--- src/rtl/uart_pkg.sv ---
`default_nettype none
// ============================================================================
//  Module      : uart_pkg
//  Description : Shared types and helpers for the parametrised UART
//                transmitter (state encoding, width helper, limits).
//  Revision    : 1.0 - initial release
// ============================================================================
package uart_pkg;

    // Widest data field the transmitter is built to carry.
    localparam int UART_MAX_DATA_BITS = 9;

    // Transmitter frame states; PARITY is only reachable when parity is built in.
    typedef enum logic [2:0] {
        IDLE   = 3'd0,
        START  = 3'd1,
        DATA   = 3'd2,
        PARITY = 3'd3,
        STOP   = 3'd4
    } uart_tx_state_t;

    // Ceiling of log2, evaluated at elaboration time for counter widths.
    function automatic int clog2(input int value);
        int result;
        result = 0;
        for (int i = 0; i < 31; i++) begin
            if ((1 << i) < value) begin
                result = i + 1;
            end
        end
        return result;
    endfunction

endpackage
`default_nettype wire

--- src/rtl/baud_tick.sv ---
`default_nettype none
// ============================================================================
//  Module      : baud_tick
//  Description : Restartable bit-period divider. Counts 0..CLK_DIV-1 and
//                pulses tick for one cycle at CLK_DIV-1. While clear is high
//                the count is held at zero so the first bit period is
//                measured from the acceptance edge.
//  Revision    : 1.0 - initial release
// ============================================================================
module baud_tick #(
    parameter int CLK_DIV = 5208
) (
    input  logic sysclk,
    input  logic rst,
    input  logic clear,
    output logic tick
);

    localparam logic [15:0] C_LAST = 16'(CLK_DIV - 1);

    logic [15:0] cnt_q;
    logic [15:0] cnt_d;

    // Next count: restart on clear, wrap at the end of a bit period.
    always_comb begin
        cnt_d = cnt_q + 16'd1;
        if (clear || (cnt_q == C_LAST)) begin
            cnt_d = 16'd0;
        end
    end

    // Count register.
    always_ff @(posedge sysclk) begin
        if (rst) begin
            cnt_q <= 16'd0;
        end else begin
            cnt_q <= cnt_d;
        end
    end

    assign tick = (cnt_q == C_LAST);

endmodule
`default_nettype wire

--- src/rtl/uart_tx_param.sv ---
`default_nettype none
// ============================================================================
//  Module      : uart_tx_param
//  Description : Parametrised UART transmitter with valid/ready input,
//                LSB-first data, 1 or 2 stop bits and an idle-high line.
//                Optional parity bit is built in when UART_TX_PARITY_EN is
//                defined; otherwise frames are start + data + stop.
//  Revision    : 1.0 - initial release
// ============================================================================
module uart_tx_param
    import uart_pkg::*;
#(
    parameter int CLK_DIV    = 5208,
    parameter int DATA_BITS  = 8,
    parameter int STOP_BITS  = 1,
    parameter int PARITY_ODD = 0
) (
    input  logic                 sysclk,
    input  logic                 rst,
    input  logic [DATA_BITS-1:0] tx_data,
    input  logic                 tx_valid,
    output logic                 tx_ready,
    output logic                 cereal,
    output logic                 busy
);

    localparam int             C_BW        = clog2(DATA_BITS);
    localparam logic [C_BW-1:0] C_LAST_DATA = C_BW'(DATA_BITS - 1);
    localparam logic [C_BW-1:0] C_LAST_STOP = C_BW'(STOP_BITS - 1);

    uart_tx_state_t        state_q,    state_d;
    logic [DATA_BITS-1:0]  shift_q,    shift_d;
    logic [C_BW-1:0]       bit_cnt_q,  bit_cnt_d;
    logic                  cereal_q,   cereal_d;
    logic                  tx_ready_q, tx_ready_d;
    logic                  busy_q,     busy_d;
`ifdef UART_TX_PARITY_EN
    logic                  parity_q,   parity_d;
`endif

    logic w_tick;
    logic w_accept;
    logic w_baud_clear;

    // Divider is held at zero while idle so timing restarts on acceptance.
    assign w_baud_clear = (state_q == IDLE);
    assign w_accept     = tx_valid & tx_ready_q;

    baud_tick #(
        .CLK_DIV (CLK_DIV)
    ) u_baud_tick (
        .sysclk (sysclk),
        .rst    (rst),
        .clear  (w_baud_clear),
        .tick   (w_tick)
    );

    // Frame sequencing, shift register and bit counter next-state logic.
    always_comb begin
        state_d   = state_q;
        shift_d   = shift_q;
        bit_cnt_d = bit_cnt_q;
`ifdef UART_TX_PARITY_EN
        parity_d  = parity_q;
`endif
        case (state_q)
            IDLE: begin
                if (w_accept) begin
                    shift_d   = tx_data;
                    bit_cnt_d = '0;
                    state_d   = START;
`ifdef UART_TX_PARITY_EN
                    parity_d  = (^tx_data) ^ 1'(PARITY_ODD);
`endif
                end
            end
            START: begin
                if (w_tick) begin
                    bit_cnt_d = '0;
                    state_d   = DATA;
                end
            end
            DATA: begin
                if (w_tick) begin
                    shift_d = shift_q >> 1;
                    if (bit_cnt_q == C_LAST_DATA) begin
                        bit_cnt_d = '0;
`ifdef UART_TX_PARITY_EN
                        state_d   = PARITY;
`else
                        state_d   = STOP;
`endif
                    end else begin
                        bit_cnt_d = bit_cnt_q + 1'b1;
                    end
                end
            end
`ifdef UART_TX_PARITY_EN
            PARITY: begin
                if (w_tick) begin
                    bit_cnt_d = '0;
                    state_d   = STOP;
                end
            end
`endif
            STOP: begin
                if (w_tick) begin
                    if (bit_cnt_q == C_LAST_STOP) begin
                        bit_cnt_d = '0;
                        state_d   = IDLE;
                    end else begin
                        bit_cnt_d = bit_cnt_q + 1'b1;
                    end
                end
            end
            default: begin
                state_d   = IDLE;
                bit_cnt_d = '0;
            end
        endcase
    end

    // Output levels are derived from the next state so they register together with it.
    always_comb begin
        cereal_d = 1'b1;
        case (state_d)
            START:   cereal_d = 1'b0;
            DATA:    cereal_d = shift_d[0];
`ifdef UART_TX_PARITY_EN
            PARITY:  cereal_d = parity_d;
`endif
            default: cereal_d = 1'b1;
        endcase
        tx_ready_d = (state_d == IDLE);
        busy_d     = ~tx_ready_d;
    end

    // State and registered outputs.
    always_ff @(posedge sysclk) begin
        if (rst) begin
            state_q    <= IDLE;
            shift_q    <= '0;
            bit_cnt_q  <= '0;
            cereal_q   <= 1'b1;
            tx_ready_q <= 1'b1;
            busy_q     <= 1'b0;
`ifdef UART_TX_PARITY_EN
            parity_q   <= 1'b0;
`endif
        end else begin
            state_q    <= state_d;
            shift_q    <= shift_d;
            bit_cnt_q  <= bit_cnt_d;
            cereal_q   <= cereal_d;
            tx_ready_q <= tx_ready_d;
            busy_q     <= busy_d;
`ifdef UART_TX_PARITY_EN
            parity_q   <= parity_d;
`endif
        end
    end

    assign cereal   = cereal_q;
    assign tx_ready = tx_ready_q;
    assign busy     = busy_q;

endmodule
`default_nettype wire

--- config.mk ---
export PLATFORM = sky130hd
export DESIGN_NAME = uart_tx_param
export DESIGN_NICKNAME = d
export VERILOG_FILES = /design/src/rtl/uart_pkg.sv /design/src/rtl/baud_tick.sv /design/src/rtl/uart_tx_param.sv
export SDC_FILE = /design/constraint.sdc
export NUM_CORES = 1
export LEC_CHECK = 0
export BUFFER_PORTS_ARGS = -buffer_cell sky130_fd_sc_hd__buf_2
export CAP_MARGIN = 20
export CORE_MARGIN = 3
export CORE_UTILIZATION = 47
export DETAILED_ROUTE_END_ITERATION = 6
export PLACE_DENSITY = 0.77
export SLEW_MARGIN = 40
export SYNTH_ARGS = -nofsm -noshare
export SYNTH_HDL_FRONTEND = slang
export SYNTH_SLANG_ARGS = --single-unit
export TNS_END_PERCENT = 5
--- constraint.sdc ---
create_clock -name sysclk -period 5.5 [get_ports sysclk]
set_clock_uncertainty 0.15 [all_clocks]
set_input_delay 0.275 -clock sysclk [delete_from_list [all_inputs] [get_ports sysclk]]
set_output_delay 0.275 -clock sysclk [all_outputs]
set_load 0.01 [all_outputs]
# [Word level (Yosys, flattened, before mapping)]
# Index checks and enable logic that the tools add are counted.
[word_totals] ff_bits=33 in_bits=11 out_inout_bits=3
[classes] n_addsub=2 n_eq_ne=11 mux=18 bitwise=2 n_reduce_logical=8
[ops] cell="3-bit two-way mux" count=12
[ops] cell="3-bit case mux with 4 select lines" count=2
[ops] cell="16-bit by 1-bit adder with 16-bit output, second input constant" count=1
[ops] cell="16-bit by 13-bit == test with 1-bit output, second input constant" count=1
[ops] cell="8-bit two-way mux" count=2
[ops] cell="8-bit case mux with 2 select lines" count=1
[ops] cell="3-bit zero test" count=3
[ops] cell="3-bit by 1-bit == test with 1-bit output, second input constant" count=2
[ops] cell="3-bit by 2-bit == test with 1-bit output, second input constant" count=2
[ops] cell="3-bit == test, second input constant" count=2
[ops] cell="2-bit by 1-bit inequality test with 1-bit output, second input constant" count=3
[ops] cell="4-bit AND reduction" count=1
[ops] cell="3-bit by 1-bit adder with 3-bit output, second input constant" count=1
[ops] cell="3-bit AND reduction" count=1
[ops] cell="2-bit inequality test, second input constant" count=1
[ops] cell="1-bit case mux with 2 select lines" count=1
[ops] cell="2-bit nonzero test" count=1
[ops] cell="2-bit OR reduction" count=1
[ops] cell="1-bit bitwise AND" count=1
[ops] cell="1-bit logical OR" count=1
[ops] cell="1-bit NOT" count=1

# [Longest topological paths before layout]
[logic_depth] depth_word=6 mapped_depth=8 mapped_depth_nobuf=7

# [Hierarchy]
# From an unflattened synthesis, not the netlist that was laid out.
[hier_totals] hier_cells=181 area_unflattened_um2=1635.3
[modules_own_cells] module="uart_tx_param" instances=1 cells_each=99 area_each_um2=883.3 seq_area_each_um2=340.3
[modules_own_cells] module="baud_tick" instances=1 cells_each=82 area_each_um2=752.0 seq_area_each_um2=320.3

# [Worst setup path after synthesis]
# Ideal clock, no wire load.
[synth_timing] path_kind="reg2reg" start="register u_baud_tick.cnt_q[13]" end="register cereal_q (netlist: cereal)" setup_ns=0.122 arrival_ns=2.328 required_ns=5.228 setup_slack_ns=2.900 path_stages_with_launch=8 n_path_buf=1 path_cell_list="dfxtp_1 or4b_4 or4_1 buf_2 nor3_2 a31oi_1 or3b_1 a311o_1"
[synth_via] elab_chain_len=5
[synth_lines] element="start, declared" line_no="baud_tick.sv:21" source="logic [15:0] cnt_q;"
[synth_lines] element="start signal, assigned" line_no="baud_tick.sv:37" source="cnt_q <= cnt_d;"
[synth_lines] element="16-bit by 13-bit == test with 1-bit output (*)" line_no="baud_tick.sv:41" source="assign tick = (cnt_q == C_LAST);"
[synth_lines] element="3-bit two-way mux (on tied branches)" line_no="uart_tx_param.sv:107, uart_tx_param.sv:78, uart_tx_param.sv:84"
[synth_lines] element="3-bit case mux with 4 select lines" line_no="uart_tx_param.sv:66" source="case (state_q)"
[synth_lines] element="3-bit by 2-bit == test with 1-bit output / 3-bit by 1-bit == test with 1-bit output (equally long branches)" line_no="uart_tx_param.sv:126" source="case (state_d)"
[synth_lines] element="1-bit case mux with 2 select lines (*)" line_no="uart_tx_param.sv:126"
[synth_lines] element="end signal, assigned" line_no="uart_tx_param.sv:154" source="cereal_q <= cereal_d;"
[synth_lines] element="end, declared" line_no="uart_tx_param.sv:34" source="logic cereal_q, cereal_d;"
# Every way passes the cells marked *; elsewhere a longest branch is shown, timed or not. The select of a mux whose other input is x is not followed.
# A chain may end at the register's enable or synchronous reset.

# [Final worst setup path]
# Same ends and word-level chain as after synthesis.

==> metrics.txt <==
post-layout util 0.566; placed wire-length estimate around 2200 um; highest ir drop seen on vdd about 0.00014 V; remaining design rule violation count 0; combined area of all synthesized cells between 1000 and 1500 sq um; area taken by multi-input logic gates around 770 sq um; number of top-level design ports 14; Critical R2R Launch u_baud_tick.cnt_q[13]; result of the run finished, final reports clean; Max stage delay on crit path 550 ps; leakage power summed over all cells 0.566 nW; core area ~2900 sq um; routed vias/inst 5.52; standard-cell rows 19; net total in the final layout about 200; maximum achievable frequency approximately 360 MHz; share of power burned in the clock network 0.324; number of instances in the synthesized netlist approximately 170; Routed WL ~2900 um; GP Congestion roughly 0.84; critical path start-end classification reg2reg; quantity of hold-fixing buffers added after cts 0; horizontal extent of the die roughly 62 um; internal power contribution between 0.3 and 0.4 mW; terminus of the critical flop-to-flop path cereal; maximum buffer depth of the clock tree 2; required time at the worst-slack endpoint approximately 5600 ps; Seq pwr share 0.593; ordered cell list for the critical path or4b_4 -> nor4_2 -> a21oi_2 -> a221oi_2 -> or3b_1 -> a311o_1; via count of the routed design about 1200; Layout area overhead 9.50%; clock sink count 33; cells resized by post-CTS repair 0; detailed-router iteration count before antenna repair 4; YS warnings 0; IO buf count 13; number of cells on the worst hold path 3; path category of the worst min-delay check in2reg; period utilization 0.503; start point of the worst hold path tx_data[7]; worst-path cell with the longest stage delay sky130_fd_sc_hd__or4b_4; net load switching power 0.103 mW; root buf cell sky130_fd_sc_hd__clkbuf_4; ratio of cells with drive above 1 in the final layout 0.153; Clk Latency, worst-skew pair 340 ps; number of antenna violations at the first check in global routing 0; worst setup path start u_baud_tick.cnt_q[13]; die area approximately 3900 sq um; setup slack of the worst register-to-register path approximately 2700 ps; clock edge transition at the registers on the reported setup and hold paths about 90 ps; n_diodes 0; Synthesized Nets 184; startpoint type of the worst setup path flip-flop; max-cap violation count 0; Final min period approximately 2800 ps; largest net degree at the start of global routing 18; number of nets with antenna violations after routing 0; fraction of registers with async set or reset after synthesis 0; number of global-route vias before repair between 1000 and 1500; Starting Density 0.517; filler cell count in the final layout between 200 and 300; arrival time worst endpoint approximately 2900 ps; CP endpoint kind flip-flop; worst-path fanout max 7; Main synth FF type sky130_fd_sc_hd__dfxtp_1; number of buffers inserted by post-CTS setup repair 0; final sum of negative setup slack 0 ps; Sw Share 0.243; clock tree from TritonCTS yes; Slew HR 0.656; synthesized flop and latch total 33; count of different cell masters after synthesis 43; Power Density approximately 260 nW/um^2; WL per Instance 13.0 um; Total Routing Usage GR 0.163; pin slew with the least headroom to its limit between 500 and 600 ps; chip height 62.3 um; combinational fraction of design power 0.083; number of cells traversed by the worst register-to-register path 6; Max H-tree Level 2; end point of the most critical hold path shift_q[7]; number of DRC markers in iteration 0 between 70 and 80; wire length of the first global-routing pass roughly 5100 um; gr ovfl total 0; sequential fraction of the synthesis area 0.444; Setup violations, final 0; number of endpoints with negative hold slack in the final report 0; RSZ-0062 raised after global routing no; average size of a mapped cell about 8.8 sq um; total area of sequential cells about 660 sq um; EDFF count, synth 0; TritonCTS buffer count 5; number of pins with negative max-slew slack in the final report 0
## Yosys cell counts, types with 4 or more instances
library cell	instances	area, sq um
sky130_fd_sc_hd__inv_1	6	22.5
sky130_fd_sc_hd__nand2_1	18	67.6
sky130_fd_sc_hd__a21oi_1	12	60.1
sky130_fd_sc_hd__xor2_1	10	87.6
sky130_fd_sc_hd__nor2_1	22	82.6
sky130_fd_sc_hd__dfxtp_1	33	661
sky130_fd_sc_hd__ha_1	4	50.1
sky130_fd_sc_hd__a22oi_1	6	45.0
sky130_fd_sc_hd__nand3_1	8	40.0
sky130_fd_sc_hd__o21ai_0	5	25.0
## power groups by stage
| stage | clock network, mW | logic [mW] | registers [mW] |
|---|---|---|---|
| after CTS | 0.142 | 0.0349 | 0.252 |
| final | 0.137 | 0.0352 | 0.252 |
| after floorplan | 0 | 0.0252 | 0.257 |
| after detailed placement | 0 | 0.0348 | 0.257 |
| after global routing | 0.150 | 0.0398 | 0.253 |
| after global placement | 0 | 0.0340 | 0.257 |
## per-layer routing
layer / vias to the layer above / GRT usage / wire length (um)
li1: 619 / - / -
met5: - / 0 / 0
met2: 32 / 0.278 / 1490
met3: 7 / 0.0541 / 180
met4: 0 / 0.0937 / 52
met1: 583 / 0.175 / 1200
## state kept, by name, summed over array words and instances, names as in the netlist
| register | cells |
|---|---|
| u_baud_tick.cnt_q | 16 |
| shift_q | 8 |
| bit_cnt_q | 3 |
| state_q | 3 |
| busy | 1 |
| cereal | 1 |
| tx_ready | 1 |
## metrics by stage
| step | power [mW] | cells | worst slack, ps | area (sq um) | hold slack [ps] |
|---|---|---|---|---|---|
| 2_1_floorplan | 0.282 | 169 | 2900 | 1490 | 261 |
| 3_3_place_gp | 0.291 | 218 | 2810 | 1570 | 289 |
| 3_5_place_dp | 0.292 | 218 | 2760 | 1570 | 301 |
| 4_1_cts | 0.428 | 225 | 2720 | 1630 | 13.7 |
| 5_1_grt | 0.443 | 225 | 2580 | 1630 | 21.3 |
| 6_report | 0.424 | 225 | 2730 | 1630 | 26.6 |
## cells in the final DEF, fill, tap and decap left out, drive strengths merged, types with 4 or more instances in the layout
cell,instances
clkbuf,7
buf,13
nor3,4
nor2,22
a22oi,6
ha,4
xor2,10
dfxtp,33
o21ai,5
nand3,8
inv,6
nand2,18
a21oi,13
## worst max-delay path, delay by kind of cell (launching register included)
family	cells	cell delay, ps
simple gates	3	1350
compound gates	3	810
flops	1	350
## worst max path at each step
stage	slack, ps	cells after the start	end
final	2730	6	cereal
after detailed placement	2760	6	cereal
after global routing	2580	6	cereal
after floorplan	2900	7	cereal
after CTS	2720	6	cereal
after global placement	2810	6	cereal
## logic make-up (layout without fill, tap and decap cells)
| kind of cell | Yosys count | in the layout | synth area share |
|---|---|---|---|
| AND/OR/NAND/NOR | 74 | 74 | 0.260 |
| buffers and inverters | 12 | 26 | 0.0362 |
| adder cells (fa/ha/maj) | 4 | 4 | 0.0336 |
| XOR/XNOR | 13 | 13 | 0.0765 |
| flip-flops | 33 | 33 | 0.444 |
| AO/OA/AOI/OAI | 32 | 32 | 0.142 |
| multiplexers | 1 | 1 | 0.00757 |
## final cells by class
class,count,area share
inverter,6,0.0138
timing repair buffer,13,0.0399
multi-input combinational,124,0.475
sequential,33,0.406
clock buffer,7,0.0338
tap,42,0.0323
No activity file was read; power rests on OpenSTA's default activity.
